<file path="config.mk">
export PLATFORM = sky130hd
export DESIGN_NAME = inst_decode_queue
export DESIGN_NICKNAME = d
export VERILOG_FILES = /design/src/rtl/decode_pkg.sv /design/src/rtl/rv32i_decode_comb.sv /design/src/rtl/inst_decode_queue.sv
export SDC_FILE = /design/constraint.sdc
export NUM_CORES = 1
export LEC_CHECK = 0
export ABC_AREA = 1
export CORE_AREA = 10 10 219 221
export DETAILED_ROUTE_END_ITERATION = 16
export DIE_AREA = 0 0 229 231
export PLACE_DENSITY = 0.5
export SLEW_MARGIN = 20
export SYNTH_ARGS = -nofsm -noshare
export SYNTH_HDL_FRONTEND = slang
export SYNTH_HIERARCHICAL = 1
export SYNTH_SLANG_ARGS = --single-unit
</file>
<file path="constraint.sdc">
create_clock -name clk -period 6.7 [get_ports clk]
set_clock_uncertainty 0.2 [all_clocks]
set_input_delay 1.005 -clock clk [delete_from_list [all_inputs] [get_ports clk]]
set_output_delay 1.005 -clock clk [all_outputs]
set_load 0.02 [all_outputs]
</file>
<file path="src/rtl/decode_pkg.sv">
// Shared RV32I decode definitions: opcode classes, func3/func7 values,
// operation enum and immediate-format selector.
package decode_pkg;

    localparam int unsigned OP_W    = 5;
    localparam int unsigned CLASS_W = 7;

    // Opcode classes (inst[6:0])
    localparam logic [CLASS_W-1:0] CLS_LUI   = 7'b0110111;
    localparam logic [CLASS_W-1:0] CLS_AUIPC = 7'b0010111;
    localparam logic [CLASS_W-1:0] CLS_JAL   = 7'b1101111;
    localparam logic [CLASS_W-1:0] CLS_JALR  = 7'b1100111;
    localparam logic [CLASS_W-1:0] CLS_B     = 7'b1100011;
    localparam logic [CLASS_W-1:0] CLS_LD    = 7'b0000011;
    localparam logic [CLASS_W-1:0] CLS_ST    = 7'b0100011;
    localparam logic [CLASS_W-1:0] CLS_RI    = 7'b0010011;
    localparam logic [CLASS_W-1:0] CLS_RR    = 7'b0110011;
    // All-zero opcode is not an RV32I class, so it marks "no operation"
    localparam logic [CLASS_W-1:0] CLASS_NOP = 7'b0000000;

    // Register name used for unused operand/destination fields
    localparam int unsigned NAME_FREE = 0;

    localparam logic [2:0] F3_ADD  = 3'b000;
    localparam logic [2:0] F3_SLL  = 3'b001;
    localparam logic [2:0] F3_SLT  = 3'b010;
    localparam logic [2:0] F3_SLTU = 3'b011;
    localparam logic [2:0] F3_XOR  = 3'b100;
    localparam logic [2:0] F3_SRL  = 3'b101;
    localparam logic [2:0] F3_OR   = 3'b110;
    localparam logic [2:0] F3_AND  = 3'b111;

    localparam logic [6:0] F7_ZERO = 7'b0000000;
    localparam logic [6:0] F7_ALT  = 7'b0100000;

    typedef enum logic [OP_W-1:0] {
        OP_NOP, OP_LUI, OP_AUIPC, OP_JAL, OP_JALR,
        OP_BEQ, OP_BNE, OP_BLT, OP_BGE, OP_BLTU, OP_BGEU,
        OP_LB, OP_LH, OP_LW, OP_LBU, OP_LHU,
        OP_SB, OP_SH, OP_SW,
        OP_ADD, OP_SLL, OP_SLT, OP_SLTU, OP_XOR, OP_SRL, OP_SRA, OP_OR, OP_AND,
        OP_SUB
    } op_t;

    typedef enum logic [2:0] {
        FMT_R, FMT_I, FMT_S, FMT_B, FMT_U, FMT_J
    } fmt_t;

    // Base ALU op for a func3 value (func7 = 0000000 variant)
    function automatic op_t alu_op(input logic [2:0] f3);
        op_t op;
        case (f3)
            F3_ADD:  op = OP_ADD;
            F3_SLL:  op = OP_SLL;
            F3_SLT:  op = OP_SLT;
            F3_SLTU: op = OP_SLTU;
            F3_XOR:  op = OP_XOR;
            F3_SRL:  op = OP_SRL;
            F3_OR:   op = OP_OR;
            default: op = OP_AND;
        endcase
        return op;
    endfunction

endpackage

</file>
<file path="src/rtl/rv32i_decode_comb.sv">
// Combinational RV32I decoder: instruction word -> op, class, immediate,
// register names, operand-use flags and illegal indication.
// Ports: inst (in); op_c, cls_c, imm_c, rs1_c, rs2_c, rd_c, use_rs1_c,
//        use_rs2_c, wr_rd_c, illegal_c (out, combinational).
module rv32i_decode_comb
    import decode_pkg::*;
#(
    parameter int unsigned DATA_W = 32,
    parameter int unsigned NAME_W = 5
) (
    input  logic [DATA_W-1:0]  inst,
    output op_t                op_c,
    output logic [CLASS_W-1:0] cls_c,
    output logic [DATA_W-1:0]  imm_c,
    output logic [NAME_W-1:0]  rs1_c,
    output logic [NAME_W-1:0]  rs2_c,
    output logic [NAME_W-1:0]  rd_c,
    output logic               use_rs1_c,
    output logic               use_rs2_c,
    output logic               wr_rd_c,
    output logic               illegal_c
);

    logic [6:0] opc;
    logic [2:0] f3;
    logic [6:0] f7;
    logic [DATA_W-1:0] imm_i, imm_s, imm_b, imm_u, imm_j;
    op_t  op;
    fmt_t fmt;
    logic u1, u2, wr, legal;

    assign opc = inst[6:0];
    assign f3  = inst[14:12];
    assign f7  = inst[31:25];

    assign imm_i = DATA_W'($signed(inst[31:20]));
    assign imm_s = DATA_W'($signed({inst[31:25], inst[11:7]}));
    assign imm_b = DATA_W'($signed({inst[31], inst[7], inst[30:25], inst[11:8], 1'b0}));
    assign imm_u = DATA_W'({inst[31:12], 12'b0});
    assign imm_j = DATA_W'($signed({inst[31], inst[19:12], inst[20], inst[30:21], 1'b0}));

    // Opcode / func3 / func7 legality and op selection
    always_comb begin
        op    = OP_NOP;
        fmt   = FMT_R;
        u1    = 1'b0;
        u2    = 1'b0;
        wr    = 1'b0;
        legal = 1'b1;
        case (opc)
            CLS_LUI:   begin op = OP_LUI;   fmt = FMT_U; wr = 1'b1; end
            CLS_AUIPC: begin op = OP_AUIPC; fmt = FMT_U; wr = 1'b1; end
            CLS_JAL:   begin op = OP_JAL;   fmt = FMT_J; wr = 1'b1; end
            CLS_JALR: begin
                op = OP_JALR; fmt = FMT_I; u1 = 1'b1; wr = 1'b1;
                legal = (f3 == 3'b000);
            end
            CLS_B: begin
                fmt = FMT_B; u1 = 1'b1; u2 = 1'b1;
                case (f3)
                    3'b000:  op = OP_BEQ;
                    3'b001:  op = OP_BNE;
                    3'b100:  op = OP_BLT;
                    3'b101:  op = OP_BGE;
                    3'b110:  op = OP_BLTU;
                    3'b111:  op = OP_BGEU;
                    default: legal = 1'b0;
                endcase
            end
            CLS_LD: begin
                fmt = FMT_I; u1 = 1'b1; wr = 1'b1;
                case (f3)
                    3'b000:  op = OP_LB;
                    3'b001:  op = OP_LH;
                    3'b010:  op = OP_LW;
                    3'b100:  op = OP_LBU;
                    3'b101:  op = OP_LHU;
                    default: legal = 1'b0;
                endcase
            end
            CLS_ST: begin
                fmt = FMT_S; u1 = 1'b1; u2 = 1'b1;
                case (f3)
                    3'b000:  op = OP_SB;
                    3'b001:  op = OP_SH;
                    3'b010:  op = OP_SW;
                    default: legal = 1'b0;
                endcase
            end
            CLS_RI: begin
                fmt = FMT_I; u1 = 1'b1; wr = 1'b1;
                op  = alu_op(f3);
                // Only shift-immediates constrain func7
                if (f3 == F3_SLL && f7 != F7_ZERO) legal = 1'b0;
                if (f3 == F3_SRL) begin
                    if (f7 == F7_ALT)        op = OP_SRA;
                    else if (f7 != F7_ZERO)  legal = 1'b0;
                end
            end
            CLS_RR: begin
                fmt = FMT_R; u1 = 1'b1; u2 = 1'b1; wr = 1'b1;
                op  = alu_op(f3);
                if (f7 == F7_ALT && f3 == F3_ADD)      op = OP_SUB;
                else if (f7 == F7_ALT && f3 == F3_SRL) op = OP_SRA;
                else if (f7 != F7_ZERO)                legal = 1'b0;
            end
            default: legal = 1'b0;
        endcase
    end

    // Output assembly; illegal encodings collapse to an all-quiet NOP
    always_comb begin
        op_c      = OP_NOP;
        cls_c     = CLASS_NOP;
        imm_c     = '0;
        use_rs1_c = 1'b0;
        use_rs2_c = 1'b0;
        wr_rd_c   = 1'b0;
        illegal_c = ~legal;
        if (legal) begin
            op_c      = op;
            cls_c     = opc;
            use_rs1_c = u1;
            use_rs2_c = u2;
            wr_rd_c   = wr && (inst[11:7] != 5'd0);
            case (fmt)
                FMT_I:   imm_c = imm_i;
                FMT_S:   imm_c = imm_s;
                FMT_B:   imm_c = imm_b;
                FMT_U:   imm_c = imm_u;
                FMT_J:   imm_c = imm_j;
                default: imm_c = '0;
            endcase
        end
        rs1_c = use_rs1_c ? NAME_W'(inst[19:15]) : NAME_W'(NAME_FREE);
        rs2_c = use_rs2_c ? NAME_W'(inst[24:20]) : NAME_W'(NAME_FREE);
        rd_c  = wr_rd_c   ? NAME_W'(inst[11:7])  : NAME_W'(NAME_FREE);
    end

endmodule

</file>
<file path="src/rtl/inst_decode_queue.sv">
// Buffered RV32I decode stage: DEPTH-entry {pc, inst} FIFO from fetch,
// decode of the FIFO head, registered micro-op to the dispatcher, flush.
// Ports: clk, rst (async, active-high), flush; in_valid/in_ready/in_pc/in_inst
//        from fetch; out_valid/out_ready and decoded out_* fields to dispatch.
module inst_decode_queue
    import decode_pkg::*;
#(
    parameter int unsigned ADDR_W = 32,
    parameter int unsigned DATA_W = 32,
    parameter int unsigned DEPTH  = 4,
    parameter int unsigned NAME_W = 5
) (
    input  logic               clk,
    input  logic               rst,
    input  logic               flush,
    input  logic               in_valid,
    output logic               in_ready,
    input  logic [ADDR_W-1:0]  in_pc,
    input  logic [DATA_W-1:0]  in_inst,
    output logic               out_valid,
    input  logic               out_ready,
    output logic [ADDR_W-1:0]  out_pc,
    output logic [NAME_W-1:0]  out_rs1,
    output logic [NAME_W-1:0]  out_rs2,
    output logic [NAME_W-1:0]  out_rd,
    output op_t                out_op,
    output logic [CLASS_W-1:0] out_class,
    output logic [DATA_W-1:0]  out_imm,
    output logic               out_use_rs1,
    output logic               out_use_rs2,
    output logic               out_wr_rd,
    output logic               out_illegal
);

    localparam int unsigned PTR_W = $clog2(DEPTH);
    localparam int unsigned CNT_W = $clog2(DEPTH + 1);

    logic [ADDR_W-1:0] pc_mem   [DEPTH];
    logic [DATA_W-1:0] inst_mem [DEPTH];
    logic [PTR_W-1:0]  wr_ptr, rd_ptr;
    logic [CNT_W-1:0]  count, count_nxt;
    logic              push_c, load_c;

    op_t               dec_op_c;
    logic [CLASS_W-1:0] dec_cls_c;
    logic [DATA_W-1:0] dec_imm_c;
    logic [NAME_W-1:0] dec_rs1_c, dec_rs2_c, dec_rd_c;
    logic              dec_use_rs1_c, dec_use_rs2_c, dec_wr_rd_c, dec_illegal_c;

    assign push_c = in_valid && in_ready && !flush;
    assign load_c = (count != '0) && (!out_valid || out_ready) && !flush;

    // Occupancy update; push+pop together leaves count unchanged
    always_comb begin
        count_nxt = count;
        case ({push_c, load_c})
            2'b10:   count_nxt = count + CNT_W'(1);
            2'b01:   count_nxt = count - CNT_W'(1);
            default: count_nxt = count;
        endcase
    end

    // FIFO storage (data only, no reset needed)
    always_ff @(posedge clk) begin
        if (push_c) begin
            pc_mem[wr_ptr]   <= in_pc;
            inst_mem[wr_ptr] <= in_inst;
        end
    end

    // Pointers, count and registered ready
    always_ff @(posedge clk or posedge rst) begin
        if (rst) begin
            wr_ptr   <= '0;
            rd_ptr   <= '0;
            count    <= '0;
            in_ready <= 1'b1;
        end else if (flush) begin
            wr_ptr   <= '0;
            rd_ptr   <= '0;
            count    <= '0;
            in_ready <= 1'b1;
        end else begin
            if (push_c) wr_ptr <= wr_ptr + PTR_W'(1);
            if (load_c) rd_ptr <= rd_ptr + PTR_W'(1);
            count    <= count_nxt;
            in_ready <= (count_nxt != CNT_W'(DEPTH));
        end
    end

    rv32i_decode_comb #(
        .DATA_W (DATA_W),
        .NAME_W (NAME_W)
    ) u_dec (
        .inst      (inst_mem[rd_ptr]),
        .op_c      (dec_op_c),
        .cls_c     (dec_cls_c),
        .imm_c     (dec_imm_c),
        .rs1_c     (dec_rs1_c),
        .rs2_c     (dec_rs2_c),
        .rd_c      (dec_rd_c),
        .use_rs1_c (dec_use_rs1_c),
        .use_rs2_c (dec_use_rs2_c),
        .wr_rd_c   (dec_wr_rd_c),
        .illegal_c (dec_illegal_c)
    );

    // Output micro-op register
    always_ff @(posedge clk or posedge rst) begin
        if (rst) begin
            out_valid   <= 1'b0;
            out_pc      <= '0;
            out_rs1     <= '0;
            out_rs2     <= '0;
            out_rd      <= '0;
            out_op      <= OP_NOP;
            out_class   <= CLASS_NOP;
            out_imm     <= '0;
            out_use_rs1 <= 1'b0;
            out_use_rs2 <= 1'b0;
            out_wr_rd   <= 1'b0;
            out_illegal <= 1'b0;
        end else if (flush) begin
            out_valid <= 1'b0;
        end else if (load_c) begin
            out_valid   <= 1'b1;
            out_pc      <= pc_mem[rd_ptr];
            out_rs1     <= dec_rs1_c;
            out_rs2     <= dec_rs2_c;
            out_rd      <= dec_rd_c;
            out_op      <= dec_op_c;
            out_class   <= dec_cls_c;
            out_imm     <= dec_imm_c;
            out_use_rs1 <= dec_use_rs1_c;
            out_use_rs2 <= dec_use_rs2_c;
            out_wr_rd   <= dec_wr_rd_c;
            out_illegal <= dec_illegal_c;
        end else if (out_ready) begin
            out_valid <= 1'b0;
        end
    end

endmodule

</file>
==> flow_metrics.tcl <==
set metrics [dict create \
    run_status "completed" \
    globalplace.congestion 0.8575 \
    tns_ns 0 \
    synth_top_family_by_area "simple AND/OR/NAND/NOR gates" \
    criticalPathCategory "reg2reg" \
    p_leak_nw 7.550 \
    drt_wl_total_um 40540 \
    seq_area_frac_synth_pct 68.01 \
    avgSynthCellArea_um2 10.36 \
    synth_area_leader_cell "edfxtp_1" \
    grtUsageTotal_pct 14.97 \
    ctsHoldBuffers 0 \
    core_area_um2 43740 \
    netlist.area_leader.share_pct 50.80 \
    grt-busiest-layer "met2" \
    dpl_cell_area_um2 17260 \
    grt_util_met2_pct 24.41 \
    dieArea_um2 52900 \
    synth_mux_area_share_pct 0 \
    post-route-period-util_pct 67.95 \
    max_freq_mhz 219.7 \
    synth_area_leaders "edfxtp_1 51%, dfrtp_1 17%, nand2_1 12%, nor2_1 4.4%, o21ai_0 3.8%" \
    cp.arrival_ns 4.80 \
    synth_xor_area_share_pct 0.05788 \
    area_growth_pct 22.42 \
    dp_slack_ns 2.160 \
    ant_nets 0 \
    synthSimpleGateAreaFrac_pct 19.30 \
    synth_compound_gate_area_share_pct 7.309 \
    synth_async_sr_flop_share_pct 28.89 \
    synth_most_common_cell "nand2_1" \
    tightest_slew_ns 1.019 \
    cts_buffers 39 \
    hp-class "reg2reg" \
    setup_viol 0 \
    relSlewSlack_pct 32.08 \
    final_area_um2 18520 \
    setup_slack_ns 2.147 \
    wl_per_cell_um 18.19 \
    final_nets 1682 \
    cp.required_ns 6.95 \
    synthFlopType "edfxtp_1" \
    clock_sinks 360 \
    grt_pass1_vias 10480 \
    cts_root_buf "clkbuf_16" \
    antenna_found_initial 1 \
    die_height_um 231 \
    io_pins 166 \
    grt_pass1_wl_um 63020 \
    dpl.hpwl_um 26230 \
    die_w_um 229 \
    slowest_stage "dfrtp_4" \
    antennaDiodeCount 0 \
    grtUsageMet1_pct 19.99 \
    r2r_cells 14 \
    vdd_drop_max_mv 0.1899 \
    cts_buffer_depth 3 \
    cp_max_fo 68 \
    yosysWarnings 6 \
    syn_nets 1535 \
    via_per_inst 4.716 \
    r2r_setup_slack_ns 2.15 \
    drtIter0Drc 771 \
    drcViolationCount 0 \
    min_path_cells 2 \
    grt_start_max_net_pins 85 \
    clkTransAtPathRegs_ns 0.06 \
    synth_common_cells "494 x nand2_1, 256 x edfxtp_1, 177 x nor2_1, 114 x o21ai_0, 103 x dfrtp_1" \
    start_util_pct 34.60 \
    fp-row-count 77 \
    path_cells "buf_4, o21ai_0, o22ai_1, inv_2, nand2_4, nor2_4, nand2_2, nand2_2, a21oi_1, nand3_1, nor2_4, nor2_1, nand2_1, nand2_1" \
    firstDrtPassIters 5 \
    drv_cap 0 \
    cts_resized 0 \
    start_kind "flip-flop" \
    io_buffers 165 \
    use_met3_pct 3.127 \
    power_density_nw_per_um2 371.8 \
    synthCells 1460 \
    tritoncts "yes" \
    ys_seq_elements 360 \
    grt_overflow 0 \
    cp_slowest_stage_delay_ns 0.90 \
    synth_fa_ha_area_share_pct 0.5457 \
    drive_gt1_share_pct 7.025 \
    synth_edf_count 256 \
    clk_latency_ns 0.57 \
    post-cts-setup-buffers 0 \
    ys_types 37 \
    synth_area_um2 15130 \
    finalHoldViolations 0 \
    htreeDepth 2 \
    finalMaxSlewViolations 0 \
    vias 10510 \
    end_kind "flip-flop" \
    period_minus_slack_ns 4.553 \
    rsz0062_at_grt "no" \
]
-- cell families (layout without fill, tap and decap cells) --
kind of cell             after synthesis  in the layout
XOR/XNOR                               1              1
buffers and inverters                157            334
adder cells (fa/ha/maj)                6              6
AO/OA/AOI/OAI                        207            207
flip-flops                           360            360
AND/OR/NAND/NOR                      729            729
-- cell usage in the layout, fill, tap and decap left out, types with 2 or more instances in the layout --
| master | instances |
|---|---|
| nand2_1 | 494 |
| edfxtp_1 | 256 |
| nor2_1 | 173 |
| clkdlybuf4s50_1 | 165 |
| o21ai_0 | 114 |
| dfrtp_1 | 101 |
| inv_1 | 72 |
| clkbuf_16 | 41 |
| o22ai_1 | 36 |
| a21oi_1 | 26 |
| o21ai_1 | 25 |
| nand3_1 | 21 |
| buf_4 | 12 |
| nand2_2 | 11 |
| inv_2 | 10 |
| nor2_4 | 8 |
| nand4_1 | 8 |
| clkbuf_1 | 8 |
| clkinv_1 | 8 |
| clkinv_2 | 7 |
| ha_1 | 5 |
| inv_4 | 3 |
| nand3_2 | 3 |
| nor3_1 | 3 |
| clkinv_8 | 2 |
| bufinv_16 | 2 |
| nor2_2 | 2 |
| o211ai_1 | 2 |
-- registers in the layout, summed over array words and instances (netlist names) --
register / flops
out_wr_rd: 1
out_rs1: 5
out_valid: 1
pc_mem: 128
out_use_rs1: 1
rd_ptr: 2
out_class: 7
out_pc: 32
out_rs2: 5
inst_mem: 128
in_ready: 1
out_imm: 32
out_op: 5
out_use_rs2: 1
out_illegal: 1
out_rd: 5
count: 3
wr_ptr: 2
-- routing by layer --
metal | up-vias | wire length [um]
met2 | 195 | 19080
met4 | 2 | 618
met1 | 5130 | 19080
met5 | - | 13
li1 | 5146 | -
met3 | 39 | 1749
-- metrics by stage --
stage	hold WS (ns)	util [%]	cells	total power, mW
after detailed placement	0.2647	39.47	2158	4.843
after floorplan	0.3158	-	1460	4.103
after CTS	0.2814	42.35	2229	6.986
final	0.2781	42.35	2229	6.887
after global routing	0.2986	42.35	2229	7.282
after global placement	0.2639	39.47	2158	4.839
-- power by group --
group | total [mW] | switching, mW | internal [mW]
Clock | 2.12 | 0.896 | 1.22
Sequential | 2.73 | 0.145 | 2.59
Combinational | 2.04 | 1.41 | 0.626
Total | 6.89 | 2.45 | 4.43
-- worst max-delay path: cells and delay by family (launching register included) --
kind | cells | cell delay, ns
AO/OA/AOI/OAI | 3 | 1.04
buffers and inverters | 2 | 0.79
flip-flops | 1 | 0.90
AND/OR/NAND/NOR | 9 | 1.44
-- path summary, 6_finish.rpt --
| check | start | end |
|---|---|---|
| max | rd_ptr[0] | out_imm[21] |
| min | out_use_rs2 | out_use_rs2 |
| max reg2reg | rd_ptr[0] | out_imm[21] |
| min reg2reg | out_use_rs2 | out_use_rs2 |
| max in group asynchronous | rst | rd_ptr[0] |
| min in group asynchronous | rst | out_pc[20] |
-- layout make-up --
type | count | area, um2
Clock buffer | 50 | 1070
Clock inverter | 21 | 191.4
Fill cell | 4232 | 25220
Inverter | 86 | 329.1
Multi-Input combinational cell | 943 | 4155
Sequential cell | 360 | 10300
Tap cell | 592 | 740.7
Timing Repair Buffer | 177 | 1742
Power figures use the tool's default switching activity.
